==> src/rtl/rr_mux_arbiter.sv <==
// Four-source round-robin arbiter feeding a shared 32-bit 4:1 path into a
// one-entry output register with valid/ready handshake toward the sink.
module rr_mux_arbiter #(
  parameter int WIDTH = 32
) (
  input  logic             clk,
  input  logic             rst_n,
  input  logic [3:0]       req,
  input  logic [WIDTH-1:0] d0,
  input  logic [WIDTH-1:0] d1,
  input  logic [WIDTH-1:0] d2,
  input  logic [WIDTH-1:0] d3,
  output logic [3:0]       gnt,
  output logic [1:0]       select,
  output logic [WIDTH-1:0] out,
  output logic             out_valid,
  input  logic             out_ready
);

  typedef enum logic {
    IDLE = 1'b0,
    HOLD = 1'b1
  } state_t;

  state_t           state, state_nxt;
  logic [1:0]       ptr, ptr_nxt;
  logic [1:0]       win;
  logic [1:0]       idx;
  logic             found;
  logic             load;
  logic             capture;
  logic [WIDTH-1:0] mux_word;
  logic [WIDTH-1:0] out_nxt;
  logic [1:0]       select_nxt;

  // Scan starts at ptr so the source after the last winner has top priority.
  always_comb begin
    win   = 2'd0;
    idx   = 2'd0;
    found = 1'b0;
    for (int k = 0; k < 4; k++) begin
      idx = ptr + 2'(k);
      if (!found && req[idx]) begin
        win   = idx;
        found = 1'b1;
      end
    end
  end

  always_comb begin
    mux_word = d0;
    case (win)
      2'd0: mux_word = d0;
      2'd1: mux_word = d1;
      2'd2: mux_word = d2;
      2'd3: mux_word = d3;
      default: mux_word = d0;
    endcase
  end

  assign load      = (state == IDLE) || out_ready;
  assign capture   = load && (req != 4'b0000);
  assign out_valid = (state == HOLD);

  // Grant is combinational, so it is gated directly by rst_n to stay low in reset.
  assign gnt = (capture && rst_n) ? (4'b0001 << win) : 4'b0000;

  always_comb begin
    state_nxt  = state;
    ptr_nxt    = ptr;
    out_nxt    = out;
    select_nxt = select;
    if (capture) begin
      state_nxt  = HOLD;
      ptr_nxt    = win + 2'd1;
      out_nxt    = mux_word;
      select_nxt = win;
    end else if (state == HOLD && out_ready) begin
      state_nxt = IDLE;
    end
  end

  always_ff @(posedge clk or negedge rst_n) begin
    if (!rst_n) begin
      state  <= IDLE;
      ptr    <= 2'd0;
      out    <= '0;
      select <= 2'd0;
    end else begin
      state  <= state_nxt;
      ptr    <= ptr_nxt;
      out    <= out_nxt;
      select <= select_nxt;
    end
  end

endmodule

==> config.mk <==
export PLATFORM = sky130hd
export DESIGN_NAME = rr_mux_arbiter
export DESIGN_NICKNAME = d
export VERILOG_FILES = /design/src/rtl/rr_mux_arbiter.sv
export SDC_FILE = /design/constraint.sdc
export NUM_CORES = 1
export LEC_CHECK = 0
export ABC_AREA = 1
export BUFFER_PORTS_ARGS = -buffer_cell sky130_fd_sc_hd__buf_4
export CAP_MARGIN = 40
export CORE_UTILIZATION = 33
export DETAILED_ROUTE_END_ITERATION = 7
export PLACE_DENSITY_LB_ADDON = 0.08
export SLEW_MARGIN = 40
export SYNTH_ARGS = -nofsm -noshare
export SYNTH_HDL_FRONTEND = slang
export SYNTH_SLANG_ARGS = --single-unit
==> constraint.sdc <==
create_clock -name clk -period 2.8 [get_ports clk]
set_clock_uncertainty 0.2 [all_clocks]
set_input_delay 0.42 -clock clk [delete_from_list [all_inputs] [get_ports clk]]
set_output_delay 0.42 -clock clk [all_outputs]
set_load 0.05 [all_outputs]
* Yosys cells after proc, flatten, opt, wreduce, memory -nomap -nowiden
Index checks and enable logic that the tools add are counted.
Word-level totals: word-level logic and storage cells 49, flip-flop bits (word level) 37, output and inout port bits 39, bits of input ports 135
Operators by class: multiplexer cells 19, reduce and logical (&&, ||, !) cells 13, add/subtract/negate cells 4, equal/unequal tests 3, magnitude comparators 4, shift operators 1, bitwise gates (word level) 1
Operator list (count):
- $pmux 32 s4 | 1
- $lt 2x3->1 const B | 4
- $mux 1 | 9
- $bmux 1 s2 | 4
- $mux 2 | 4
- $logic_and 1x1->1 | 6
- $add 2x1->2 const B | 2
- $add 2x2->2 const B | 2
- $eq 2x2->1 const B | 2
- $mux 4 | 1
- $reduce_bool 4->1 | 1
- $shl 1x2->4 const A | 1
- $logic_not 1->1 | 3
- $eq 2x1->1 const B | 1
- $logic_not 2->1 | 1
- $reduce_bool 2->1 | 1
- $logic_or 1x1->1 | 1
- $not 1->1 | 1

* Longest topological paths before layout
depth in word-level cells 14, mapped depth 19

* Worst setup path after synthesis
OpenSTA, ideal clock, no wires.
path kind reg2out, start point register ptr[0], end point output port gnt[3], arrival time 2572 ps, slack -392 ps, path buffers 3, data required time 2180 ps, cell stages (with the launch flop) 16, cell sequence dfrtp_1 -> buf_6 -> inv_6 -> nand2_2 -> nand3_1 -> nand2_2 -> nor2_4 -> nand3_1 -> nand3_1 -> nand2_1 -> inv_1 -> ha_1 -> clkbuf_1 -> clkbuf_1 -> inv_1 -> nor2_1
On the way: word-level cells in the longest chain between the ends 14, elaborated cells between the ends (all ways) 26, classes of those cells add/sub: 3; shift: 1; mux: 16; reduce/logical: 6
RTL lines:
- start, declared | RTL line 26 | logic [1:0] ptr, ptr_nxt;
- start signal, assigned | RTL line 91 | ptr <= ptr_nxt;
- parallel branches: the longest is 11 deep, another holds $add 2x1->2
- $mux 2 (*) | RTL line 43 | if (!found && req[idx]) begin
- named net win[1] | RTL line 27 | logic [1:0] win;
- $shl 1x2->4 (*) | RTL line 66 | assign gnt = (capture && rst_n) ? (4'b0001 << win) : 4'b0000;
- $mux 4 (*) | RTL line 66
- end, declared | RTL line 13 | output logic [3:0] gnt,
Mark *: on every way through the listed nets, which the timed path passes. The select of a mux whose other input is x is not followed.

* Worst setup path in the final report
start point register ptr[0], end point output port gnt[0]
On the way: word-level cells in the longest chain between the ends 14, elaborated cells between the ends (all ways) 26, classes of those cells add/sub: 3; shift: 1; mux: 16; reduce/logical: 6
RTL lines (RTL line):
- parallel branches: the longest is 11 deep, another holds $add 2x1->2
- $mux 2 (*) | 43
- $shl 1x2->4 (*) | 66
- $mux 4 (*) | 66
Every way passes the cells marked *. The select of a mux whose other input is x is not followed.

==> flow_summary.yaml <==
outcome:
  run_status: "complete, but fails checks"
  violations: "negative hold slack, negative setup slack"
run:
  drv_cap: 0
logic_synthesis:
  ys_seq_elements: 37
  synthAdderAreaFrac_pct: 2.43
  ys.flop_type: "dfrtp_1"
  synth-simple-area-share_pct: 37.3
  synth_compound_area_share_pct: 16.1
  ys_seq_area_share_pct: 36.0
  synthXorXnorAreaFrac_pct: 0
  syn_inst: 375
  synth_top_family_by_area: "simple AND/OR/NAND/NOR gates"
  syn_nets: 515
  synth_area_per_cell_um2: 6.85
  synth-edff-count: 0
  synthMuxAreaShare_pct: 0
  yosysWarnings: 0
  ys_async_sr_fraction_pct: 100
  yosysTopAreaCellShare_pct: 36.0
  ys_types: 23
  syn-cell-area_mm2: 0.00257
  ys_top_cells_by_area: "dfrtp_1 36%, nand2_1 24%, o211ai_1 9.3%"
  yosys-top-cells-count: "162 x nand2_1, 39 x nand3_1, 37 x dfrtp_1"
  synth_most_common_cell: "nand2_1"
  yosysTopAreaCell: "dfrtp_1"
critical_path:
  r2r-end: "out[7]"
  critPathArrivalTime_ns: 2.24
  critPathMaxFanout: 5
  r2r_slack_ns: 0.07
  critPathCaptureType: "primary output"
  cpMaxStageDelayCell: "dfrtp_2"
  crit_chain: "buf_6 -> nand2_2 -> nand2_1 -> nor2_1 -> nor2_2 -> nand4_1 -> nand2_4 -> ha_2 -> inv_1 -> nor2_2 -> buf_6"
  worstPathBufferInverterCount: 3
  ff2ff_path_depth: 13
  critPathRequiredTime_ns: 2.18
  crit_path_start_kind: "register"
  worstSetupPathType: "register to primary output"
  regToRegStartpoint: "ptr[0]"
  cp_top_family: "simple AND/OR/NAND/NOR gates"
  critPathMaxStageDelay_ns: 0.46
timing:
  max_freq_ghz: 0.350
  finalCritPeriodShare_pct: 102
  hold_viol_final: 35
  worst_hold_slack_ns: -0.0153
  timing.final.ws_setup_ns: -0.0574
  drv_slew: 0
  maxSlewHeadroom_pct: 63.2
  setup_viol: 3
  worst_slew_pin_slew_ns: 0.549
  rsz0062_at_grt: "true"
  fin_crit_ns: 2.86
cells_and_area:
  area_growth_pct: 67.3
  stdcell_area_mm2: 0.00430
  n_antenna_cell: 0
  nets: 690
  drive_gt1_share_pct: 44.7
routing:
  avgViaCountPerCell: 4.88
  drc: 0
  via_count: 3168
  wl_per_cell_um: 14.2
  drt_wl_total_um: 9240
  drt.antenna.violating_nets: 0
  drt-initial-drc-count: 113
  firstDrtPassIters: 4
clock_network:
  clockRootBuffer: "clkbuf_8"
  cts-buffers-inserted: 5
  clkLatencyLatePin_ns: 0.28
  cts_hold_buf: 0
  cts_buffer_depth: 2
  clk_pin_slew_ns: 0.07
  cts_tree: "done"
  clock-sinks: 37
  cts_max_level: 2
global_routing:
  first_global_vias: 3070
  antenna_found_initial: 0
  grt_pass1_wl_um: 14400
  grt.total_usage_pct: 22.2
  grt_start_max_net_pins: 38
  grt.overflow.total: 0
placed_design:
  place_congestion: 0.944
  hpwl_um: 6670
  portBuffers: 173
  place_area_mm2: 0.00398
floorplan:
  core_area_mm2: 0.00741
  die_h_um: 90.3
  ios: 174
  rows: 31
  die_area_mm2: 0.00815
  initial_utilization_pct: 34.7
  die_w_um: 90.3
hold_path:
  hold_class: "input pin to asynchronous set/reset pin"
power:
  power_mw: 6.98
  power_density_mw_per_mm2: 1620
  vdd_drop_max_uv: 795
  power.leakage_nw: 2.23
[per-stage QoR]
stage	hold slack, ns	setup TNS, ns	utilization, %	worst slack (ns)	instances
CTS	0.00287	-0.0301	55.6	-0.0224	642
global placement	0.264	0	53.8	0.242	632
detailed placement	0.266	0	53.8	0.125	632
finish	-0.0153	-0.137	58.0	-0.0574	649
global route	0.0308	-0.682	58.0	-0.137	649
floorplan	-0.0756	-0.0716	-	-0.0716	375
[worst max path at each step]
stage                   to  depth (start not counted)   start
CTS                 gnt[3]                         14  ptr[0]
detailed placement  out[7]                         15  req[3]
floorplan           gnt[3]                         15  ptr[0]
finish              gnt[0]                         11  ptr[0]
global placement    gnt[3]                         14  ptr[0]
global route        gnt[0]                         11  ptr[0]
[registers in the layout (all words and copies together), names as in the netlist]
register,count
out,32
select,2
ptr,2
out_valid,1
[worst reg2reg max path, stage by stage (launching register included)]
cell and delay (ns):
dfrtp_2 0.46, buf_6 0.14, nand2_2 0.07, nand2_1 0.08, nor2_1 0.06, nor2_2 0.25
nand4_1 0.25, nand2_4 0.17, buf_4 0.12, ha_1 0.23, inv_1 0.07, buf_6 0.19
o211ai_1 0.26, nand2_1 0.08
[report_power, final]
group | internal, mW | leakage, nW | switching (mW)
clock | 0.195 | 0.0443 | 0.184
combinational | 2.04 | 1.73 | 3.59
sequential | 0.817 | 0.451 | 0.165
[per-layer routing]
layer / track usage [%] / part of all wire (%) / vias to the layer above
met3: 5.47 / 7.1 / 21
met4: 7.66 / 2.5 / 0
met2: 39.6 / 51 / 134
met5: 0 / 0 / -
met1: 25.7 / 40 / 1431
li1: - / - / 1582
[kinds of logic (layout without fill, tap and decap cells)]
kind of cell / after synthesis / after routing
AO/OA/AOI/OAI: 66 / 66
adder cells (fa/ha/maj): 5 / 5
buffers and inverters: 43 / 218
flip-flops: 37 / 37
AND/OR/NAND/NOR: 224 / 224
[what timing repair did]
item                                    in CTS  in global routing
endpoints found under the setup margin       4                 20
gates resized for setup                     11                 35
pin swaps                                    1                 20
setup buffers                                3                  7
[cell usage in the layout (no fill, tap or decap)]
master and n:
o211ai_1 32, nand3_1 35, nand2_1 156, nor2_4 4
buf_8 3, ha_4 3, nand4_2 1, nor4_2 1
nand2_2 12, nand4_1 1, inv_4 3, nor2_1 2
nor2_2 2, a21oi_2 1, ha_2 1, dfrtp_1 35
buf_4 185, ha_1 1, clkbuf_1 1, inv_6 1
o21ai_1 1, a21oi_1 31, clkinv_1 1, a21oi_4 1
clkbuf_8 6, buf_12 1, nand2_4 6, nand3_2 4
buf_6 6, inv_1 8, inv_2 3, dfrtp_2 2
[area by class of cell]
| cell class | count | area (µm²) |
|---|---|---|
| fillers | 716 | 3110 |
| multi-input cells | 295 | 1570 |
| repair buffers | 195 | 1520 |
| flip-flops and latches | 37 | 928 |
| well taps | 99 | 124 |
| clock buffers | 7 | 86.3 |
| inverters | 16 | 72.6 |
Power figures use the tool's default switching activity.
